**src/rtl/ps2_rx.sv**
```systemverilog
// PS/2 device-to-host receiver: pin synchronisers, clock glitch filter,
// 11-bit frame deserialiser with parity/stop checks and a frame timeout.
`timescale 1ns/1ps
module ps2_rx #(
    parameter int unsigned FILTER_LEN     = 8,
    parameter int unsigned TIMEOUT_CYCLES = 100000
) (
    input  logic       Clock,
    input  logic       nReset,
    input  logic       PS2_CLK,
    input  logic       PS2_DAT,
    output logic [7:0] data,
    output logic       data_en,
    output logic       parity_err,
    output logic       frame_err,
    output logic       busy
);

    localparam int unsigned FCNT_W = $clog2(FILTER_LEN + 1);
    localparam int unsigned TCNT_W = $clog2(TIMEOUT_CYCLES + 1);
    localparam int unsigned BCNT_W = 4;

    typedef enum logic [1:0] {
        S_IDLE,
        S_DATA,
        S_PARITY,
        S_STOP
    } state_t;

    logic              clk_s1, clk_s2, dat_s1, dat_s2;
    logic              filt_clk, filt_prev;
    logic [FCNT_W-1:0] filt_cnt;
    logic              fall_c;

    state_t            state, state_nxt;
    logic [BCNT_W-1:0] bit_cnt, bit_cnt_nxt;
    logic [7:0]        shift, shift_nxt;
    logic              par_bit, par_nxt;
    logic [TCNT_W-1:0] tmo_cnt, tmo_nxt;
    logic              tmo_hit_c;
    logic [7:0]        data_nxt;
    logic              data_en_nxt, perr_nxt, ferr_nxt, busy_nxt;

    // Two-flop synchronisers; idle bus level is high
    always_ff @(posedge Clock or negedge nReset) begin
        if (!nReset) begin
            clk_s1 <= 1'b1;
            clk_s2 <= 1'b1;
            dat_s1 <= 1'b1;
            dat_s2 <= 1'b1;
        end else begin
            clk_s1 <= PS2_CLK;
            clk_s2 <= clk_s1;
            dat_s1 <= PS2_DAT;
            dat_s2 <= dat_s1;
        end
    end

    // Glitch filter: follow synced clock only after FILTER_LEN differing samples
    always_ff @(posedge Clock or negedge nReset) begin
        if (!nReset) begin
            filt_clk  <= 1'b1;
            filt_prev <= 1'b1;
            filt_cnt  <= '0;
        end else begin
            filt_prev <= filt_clk;
            if (clk_s2 != filt_clk) begin
                if (filt_cnt == FCNT_W'(FILTER_LEN - 1)) begin
                    filt_clk <= clk_s2;
                    filt_cnt <= '0;
                end else begin
                    filt_cnt <= filt_cnt + FCNT_W'(1);
                end
            end else begin
                filt_cnt <= '0;
            end
        end
    end

    assign fall_c = filt_prev & ~filt_clk;

    // State and output registers
    always_ff @(posedge Clock or negedge nReset) begin
        if (!nReset) begin
            state      <= S_IDLE;
            bit_cnt    <= '0;
            shift      <= '0;
            par_bit    <= 1'b0;
            tmo_cnt    <= '0;
            data       <= '0;
            data_en    <= 1'b0;
            parity_err <= 1'b0;
            frame_err  <= 1'b0;
            busy       <= 1'b0;
        end else begin
            state      <= state_nxt;
            bit_cnt    <= bit_cnt_nxt;
            shift      <= shift_nxt;
            par_bit    <= par_nxt;
            tmo_cnt    <= tmo_nxt;
            data       <= data_nxt;
            data_en    <= data_en_nxt;
            parity_err <= perr_nxt;
            frame_err  <= ferr_nxt;
            busy       <= busy_nxt;
        end
    end

    // Next-state, timeout and output decode; a fall event beats a timeout
    always_comb begin
        state_nxt   = state;
        bit_cnt_nxt = bit_cnt;
        shift_nxt   = shift;
        par_nxt     = par_bit;
        data_nxt    = data;
        data_en_nxt = 1'b0;
        perr_nxt    = 1'b0;
        ferr_nxt    = 1'b0;
        tmo_nxt     = tmo_cnt;
        tmo_hit_c   = (state != S_IDLE) && (tmo_cnt == TCNT_W'(TIMEOUT_CYCLES));

        if (fall_c || state == S_IDLE) begin
            tmo_nxt = '0;
        end else if (tmo_cnt != TCNT_W'(TIMEOUT_CYCLES)) begin
            tmo_nxt = tmo_cnt + TCNT_W'(1);
        end

        if (fall_c) begin
            case (state)
                S_IDLE: begin
                    if (!dat_s2) begin
                        state_nxt   = S_DATA;
                        bit_cnt_nxt = '0;
                    end
                end
                S_DATA: begin
                    shift_nxt   = {dat_s2, shift[7:1]};
                    bit_cnt_nxt = bit_cnt + BCNT_W'(1);
                    if (bit_cnt == BCNT_W'(7)) begin
                        state_nxt = S_PARITY;
                    end
                end
                S_PARITY: begin
                    par_nxt   = dat_s2;
                    state_nxt = S_STOP;
                end
                S_STOP: begin
                    state_nxt   = S_IDLE;
                    bit_cnt_nxt = '0;
                    if (!dat_s2) begin
                        ferr_nxt = 1'b1;
                    end else if (^{shift, par_bit} != 1'b1) begin
                        perr_nxt = 1'b1;
                    end else begin
                        data_nxt    = shift;
                        data_en_nxt = 1'b1;
                    end
                end
                default: state_nxt = S_IDLE;
            endcase
        end else if (tmo_hit_c) begin
            state_nxt   = S_IDLE;
            bit_cnt_nxt = '0;
            ferr_nxt    = 1'b1;
        end

        busy_nxt = (state_nxt != S_IDLE);
    end

endmodule

```
**config.mk**
```make
export PLATFORM = sky130hd
export DESIGN_NAME = ps2_rx
export DESIGN_NICKNAME = d
export VERILOG_FILES = /design/src/rtl/ps2_rx.sv
export SDC_FILE = /design/constraint.sdc
export NUM_CORES = 1
export LEC_CHECK = 0
export CORE_MARGIN = 3
export CORE_UTILIZATION = 58
export DETAILED_ROUTE_END_ITERATION = 10
export HOLD_SLACK_MARGIN = 0.05
export PLACE_DENSITY = 0.84
export SLEW_MARGIN = 5
export SYNTH_ARGS = -nofsm -noshare
export SYNTH_HDL_FRONTEND = slang
export SYNTH_SLANG_ARGS = --single-unit
```
**constraint.sdc**
```tcl
create_clock -name Clock -period 2.2 [get_ports Clock]
set_input_delay 0.22 -clock Clock [delete_from_list [all_inputs] [get_ports Clock]]
set_output_delay 0.22 -clock Clock [all_outputs]
set_load 0.005 [all_outputs]
```
==> metrics, run 1 <==
status complete, no violations; Worst Path Required 2.40 ns; Die ar. 4970 sq um; # nets final 266; post-synthesis sequential area ratio 0.563; DIE WIDTH 70.5 microns; crit start category register; Tmin final 2.01 ns; Crit Path Class reg -> reg; GRT overflow 0; Slew @ Worst Pin 0.664 ns; Max Slew Vio Count 0; most frequent cell after synthesis dfrtp_1; synthesized area per cell 10.3 sq um; Layout area overhead 13.9%; worst hold path class in -> reg; CP Buf/Inv Count 0; die height 70.5 microns; Syn Inst Count 234; critical-path cell list xnor2_1, xnor2_1, xnor2_2, mux2i_4, mux2_2; EDFF count, synth 0; Reg area 1360 sq um; GRT Total Usage 0.188; Sink Count 54; Clock Skews 0.0125 ns; Port Buffers 15; post-layout util 0.719; ranking of synthesized cells by area dfrtp_1 (50%), dfstp_2 (6.5%), xnor2_1 (5.8%); synthesized net count 242; synth warn 0; initial drt markers 151; TritonCTS Buffers 5; Lkg Pwr 0.00121 uW; # rows 22; vias per cell 5.49; slowest CP cell dfrtp_1; post-synth cell types 32; Post-Syn Area 2410 sq um; wire per inst 13.5 microns; DRC 0; Slew HR 0.558; Final TNS setup 0 ns; number of gates resized after cts 0; register bit total from synthesis 54; vias in the first global route 1719; initial core utilization 0.631; n_diodes 0; first-pass GRT wire length 7460 microns; I/O pin cnt 16; clock network latency to the later pin of the worst-skew pair 0.31 ns; drt total wl 4130 microns; routability cong. 0.776; max cap viols 0; CP top delay family multiplexers; top cell type's share of synthesized area 0.497; CTS tree done; Top cell by count, worst path xnor2_1; Power Dens Cells 789 nW/um^2; clock transition at the registers of the reported paths 0.10 ns; hpwl dp 2820 microns; DRT antenna net count 0; Clock Tree Root clkbuf_8; RSZ-0062 raised after global routing no; largest net degree at the start of global routing 55; Fin. Hold Viols 0; Worst EP arrival 2.21 ns; Largest stage delay, worst path 0.44 ns; Most used DFF post-synth dfrtp_1; router iterations before antenna repair 4; Max IR drop VDD 0.000613 V; Post-synth top cells dfrtp_1 (48), nand2_1 (34), nor2_1 (32); fill count 282; Final Cell Area 2750 sq um; area leader, netlist dfrtp_1; # setup viols final 0; core area 3830 sq um; layout cell share with drive strength beyond 1 0.135; # H-tree levels 2; Setup crit end kind register; asr flop ratio synth 1.00; final period utilization 0.913; antenna violations before repair 0; clock buffer depth 2; Area after DPL 2640 sq um; Fmax 0.498 GHz; Multi-input gate area 1010 sq um; routed vias 1686; CP max FO 8
placed cells by master, fill, tap and decap left out:
cell type and n:
nand3_1 9, dlygate4sd3_1 1, nor2b_1 2, buf_2 1, inv_1 6, dfrtp_1 48, or3_1 2, nand2b_1 1
mux2_2 9, o21ai_1 1, xnor2_2 1, nand3b_1 1, and3_1 1, buf_4 7, a22o_1 3, nand2_1 34
ha_1 4, and4_1 1, nand4_1 4, and4b_1 1, clkdlybuf4s50_1 14, a21oi_1 4, nor3_1 8, nor2_1 32
clkbuf_8 5, dfstp_2 6, xnor2_1 16, o22ai_1 1, o21ai_0 16, clkinvlp_4 1, clkinv_4 1, or2_2 2
nor3b_1 1, clkinv_2 1, a31oi_1 1, and2_1 1, nor4_1 3, mux2i_4 1, xor2_1 8
sequential cells by signal, indices dropped and copies added, names as in the netlist:
| name | flops |
|---|---|
| filt_cnt | 4 |
| parity_err | 1 |
| tmo_cnt | 17 |
| filt_clk | 1 |
| frame_err | 1 |
| data_en | 1 |
| data | 8 |
| shift | 8 |
| bit_cnt | 4 |
| clk_s2 | 1 |
| par_bit | 1 |
| dat_s1 | 1 |
| busy | 1 |
| dat_s2 | 1 |
| state | 2 |
| clk_s1 | 1 |
| filt_prev | 1 |
per-stage QoR:
stage | worst slack [ns] | std cells | hold slack (ns) | total power (uW)
after floorplan | 0.345 | 234 | -0.0756 | 1500
after global placement | 0.239 | 297 | 0.346 | 1620
after detailed placement | 0.126 | 297 | 0.351 | 1640
after CTS | 0.0815 | 306 | 0.304 | 2190
after global routing | 0.0596 | 307 | 0.301 | 2310
final | 0.192 | 307 | 0.316 | 2170
cell type report:
type                            instances  share of cell area
Multi-Input combinational cell        168               0.368
Timing Repair Buffer                   23              0.0755
Tap cell                               48              0.0218
Clock inverter                          3             0.00773
Inverter                                6             0.00819
Sequential cell                        54               0.494
Clock buffer                            5              0.0250
logic make-up after synthesis:
kind of cell	Yosys count	synth area share
compound gates	26	0.0596
xor+xnor	25	0.0938
fa+ha+maj	4	0.0207
buf+inv	12	0.0187
flops	54	0.563
mux	10	0.0513
simple gates	103	0.193
per-layer routing:
layer  wire length (microns)  GRT usage  part of all wire  vias up
met4                      69     0.0723             0.017        0
met1                    1870      0.235              0.45      828
met3                     114     0.0446             0.028        7
met2                    2080      0.316              0.50       17
li1                        -          -                 -      834
met5                       0          0                 0        -
where the power goes:
part,switching (uW),internal (uW),total (uW),leakage (uW)
Combinational,225,188,412,0.000439
Clock,319,224,543,0.0000441
Sequential,110,1100,1210,0.000726
Total,654,1520,2170,0.00121
worst paths after layout:
kind                                       from                       to  slack, ns  cells past startpoint
setup / recovery           shift[6]$_DFFE_PN0P_      data[6]$_DFFE_PN0P_       0.19                      5
hold / removal                          PS2_DAT         dat_s1$_DFF_PN1_       0.32                      1
setup reg to reg           shift[6]$_DFFE_PN0P_      data[6]$_DFFE_PN0P_       0.19                      5
hold reg to reg                dat_s1$_DFF_PN1_         dat_s2$_DFF_PN1_       0.36                      0
max in group asynchronous                nReset           busy$_DFF_PN0_       1.19                      3
min in group asynchronous                nReset  tmo_cnt[15]$_DFFE_PN0P_       0.55                      3
worst reg2reg max path, cell delays in order (launching register included):
cell and delay [ns]:
dfrtp_1 0.44, xnor2_1 0.25, xnor2_1 0.15, xnor2_2 0.26, mux2i_4 0.42, mux2_2 0.38
repair_timing:
action / CTS / global route
buffers inserted: 0 / 1
hold buffers: 1 / 0
endpoints found under the setup margin: 0 / 7
hold endpoints to repair: 48 / 0
Power figures use the tool's default switching activity.
==> run 2: changes to the inputs <==
--- a/config.mk
+++ b/config.mk
@@ -9,7 +9,8 @@
 export CORE_UTILIZATION = 58
 export DETAILED_ROUTE_END_ITERATION = 10
 export HOLD_SLACK_MARGIN = 0.05
-export PLACE_DENSITY = 0.84
+export PLACE_DENSITY_LB_ADDON = 0.3
+export RECOVER_POWER = 100
 export SLEW_MARGIN = 5
 export SYNTH_ARGS = -nofsm -noshare
 export SYNTH_HDL_FRONTEND = slang
==> run 2 against run 1 <==
Compared with the run above:
- via count is 1.7% lower
- critical path depth did not move
- power shrank 0.25%
- non-clock buffer count shrank 1
- clock power is 3% higher
- combinational power shrank 3%
- routed wire length shrank 2.3%
- first-iteration DRC count decreased by 48%
- clock skew shrank 0.0099 ns
- sequential cell count unchanged
- global-route usage is 0.40 points lower
- worst setup slack worse by 0.0084 ns
- largest cell class unchanged
==> metrics, run 2 (same netlist as run 1, synthesis figures left out) <==
antenna violations before repair 0 (unchanged); Layout area overhead 13.8% (about the same); Fmax 0.496 GHz (-0.42%); worst hold path class reg -> reg; Tmin final 2.02 ns (+0.00842 ns); RSZ-0062 raised after global routing no; final period utilization 0.917 (+0.00383); core area 3830 sq um (unchanged); Clock Skews 0.00267 ns (-0.00985 ns); routed vias 1658 (-1.7%); router iterations before antenna repair 4 (unchanged); wire per inst 13.2 microns (-2.0%); CP Buf/Inv Count 0 (unchanged); status complete, no violations; worst slack, placed 0.191 ns (+0.0644 ns); Power Dens Cells 788 nW/um^2 (-0.16%); Die ar. 4970 sq um (unchanged); Setup crit end kind register; commonest non-fill, non-tap cells in the layout dfrtp_1 (48), nand2_1 (34), nor2_1 (32); clock buffer depth 2 (unchanged); crit start category register; routability cong. 0.800 (+3.1%); Max IR drop VDD 0.000587 V (-4.3%); critical-path cell list xnor2_1, xnor2_1, xnor2_2, mux2i_4, mux2_2; Crit Path Class reg -> reg; CP max FO 8 (unchanged); DIE WIDTH 70.5 microns (unchanged); # rows 22 (unchanged); post-layout util 0.718 (about the same); Largest stage delay, worst path 0.44 ns (about the same); cell depth of the worst setup path 5 (unchanged); n_diodes 0 (unchanged); Worst EP arrival 2.21 ns (about the same); CTS tree done; commonest non-fill, non-tap cell in the layout dfrtp_1; number of gates resized after cts 0 (unchanged); Max Slew Vio Count 0 (unchanged); final worst setup slack 0.183 ns (-0.00842 ns); GRT overflow 0 (unchanged); first-pass GRT wire length 7290 microns (-2.3%); drt total wl 4040 microns (-2.3%); # H-tree levels 2 (unchanged); TritonCTS Buffers 5 (unchanged); max reg flops 17 (unchanged); Final TNS setup 0 ns (unchanged); die height 70.5 microns (unchanged); slowest CP cell mux2i_4; fill count 292 (+3.5%); Slew HR 0.0205 (-0.537); hpwl dp 2890 microns (+2.6%); initial core utilization 0.631 (unchanged); biggest regs tmo_cnt x17, data x8, shift x8; CP top delay family multiplexers; vias in the first global route 1627 (-5.4%); layout cell share with drive strength beyond 1 0.109 (-0.0266); clock transition at the registers of the reported paths 0.09 ns (about the same); DRC 0 (unchanged); Lkg Pwr 0.00124 uW (+2.7%); max cap viols 0 (unchanged); # setup viols final 0 (unchanged); # nets final 265 (-0.38%); Port Buffers 15 (unchanged); Sink Count 54 (unchanged); largest net degree at the start of global routing 29 (-47%); Top cell by count, worst path xnor2_1; clock network latency to the later pin of the worst-skew pair 0.30 ns (about the same); hold_ws 0.361 ns (+0.0447 ns); Slew @ Worst Pin 1.47 ns (+0.806 ns); DRT antenna net count 0 (unchanged); WHS Path Cells 0 (-1); vias per cell 5.42 (-1.3%); Worst Path Required 2.40 ns (about the same); register name with the most flops tmo_cnt; Clock Tree Root clkbuf_8; Fin. Hold Viols 0 (unchanged); initial drt markers 78 (-48%); reg2reg path depth 5 (unchanged); I/O pin cnt 16 (unchanged); GRT Total Usage 0.184 (-0.00396)
[run 2: cell types whose count changed in the layout (fill, tap and decap cells not counted), sizes merged]
cell / previous run / this run
buf: 8 / 3
clkbuf: 5 / 10
dlygate4sd3: 1 / 15
clkinv: 2 / 1
clkdlybuf4s50: 14 / 0
[run 2: timing repair]
action	4_1_cts	5_1_grt
endpoints found under the hold margin	21	0
hold buffers	1	0
buffers inserted	0	0
[run 2: report_power, final]
group | total, uW | internal, uW | switching (uW)
clock | 562 | 253 | 309
combinational | 399 | 167 | 232
sequential | 1200 | 1100 | 105
[run 2: per-layer routing]
layer / track usage / share of wire
met4: 0.0447 / 0.011
met1: 0.244 / 0.48
met5: 0 / 0
met3: 0.0561 / 0.034
met2: 0.297 / 0.48
[run 2: per-stage QoR]
stage | total power [uW] | std cells | area, sq um
6_report | 2160 | 306 | 2750
5_1_grt | 2300 | 306 | 2750
4_1_cts | 2210 | 306 | 2760
3_5_place_dp | 1650 | 297 | 2660
2_1_floorplan | 1500 | 234 | 2410
3_3_place_gp | 1630 | 297 | 2660
[run 2: worst paths after layout]
check / startpoint / endpoint / slack [ns]
worst max-delay path: shift[2]$_DFFE_PN0P_ / data[2]$_DFFE_PN0P_ / 0.18
worst min-delay path: clk_s1$_DFF_PN1_ / clk_s2$_DFF_PN1_ / 0.36
worst max register to register: shift[2]$_DFFE_PN0P_ / data[2]$_DFFE_PN0P_ / 0.18
worst min register to register: clk_s1$_DFF_PN1_ / clk_s2$_DFF_PN1_ / 0.36
max in group asynchronous: nReset / tmo_cnt[1]$_DFFE_PN0P_ / 0.56
min in group asynchronous: nReset / tmo_cnt[10]$_DFFE_PN0P_ / 0.79
[run 2: area by class of cell]
type | count | area, sq um | area share
tap | 48 | 60.1 | 0.0219
multi-input combinational | 168 | 1010 | 0.368
clock inverter | 2 | 12.5 | 0.00455
timing repair buffer | 22 | 200 | 0.0729
inverter | 6 | 22.5 | 0.00820
sequential | 54 | 1360 | 0.495
clock buffer | 6 | 82.6 | 0.0301
==> run 3: changes to the inputs <==
--- a/config.mk
+++ b/config.mk
@@ -5,6 +5,7 @@
 export SDC_FILE = /design/constraint.sdc
 export NUM_CORES = 1
 export LEC_CHECK = 0
+export CAP_MARGIN = 15
 export CORE_MARGIN = 3
 export CORE_UTILIZATION = 58
 export DETAILED_ROUTE_END_ITERATION = 10
==> results of run 3 <==
The final DEF is identical to that of run 2; final timing and power are the same.
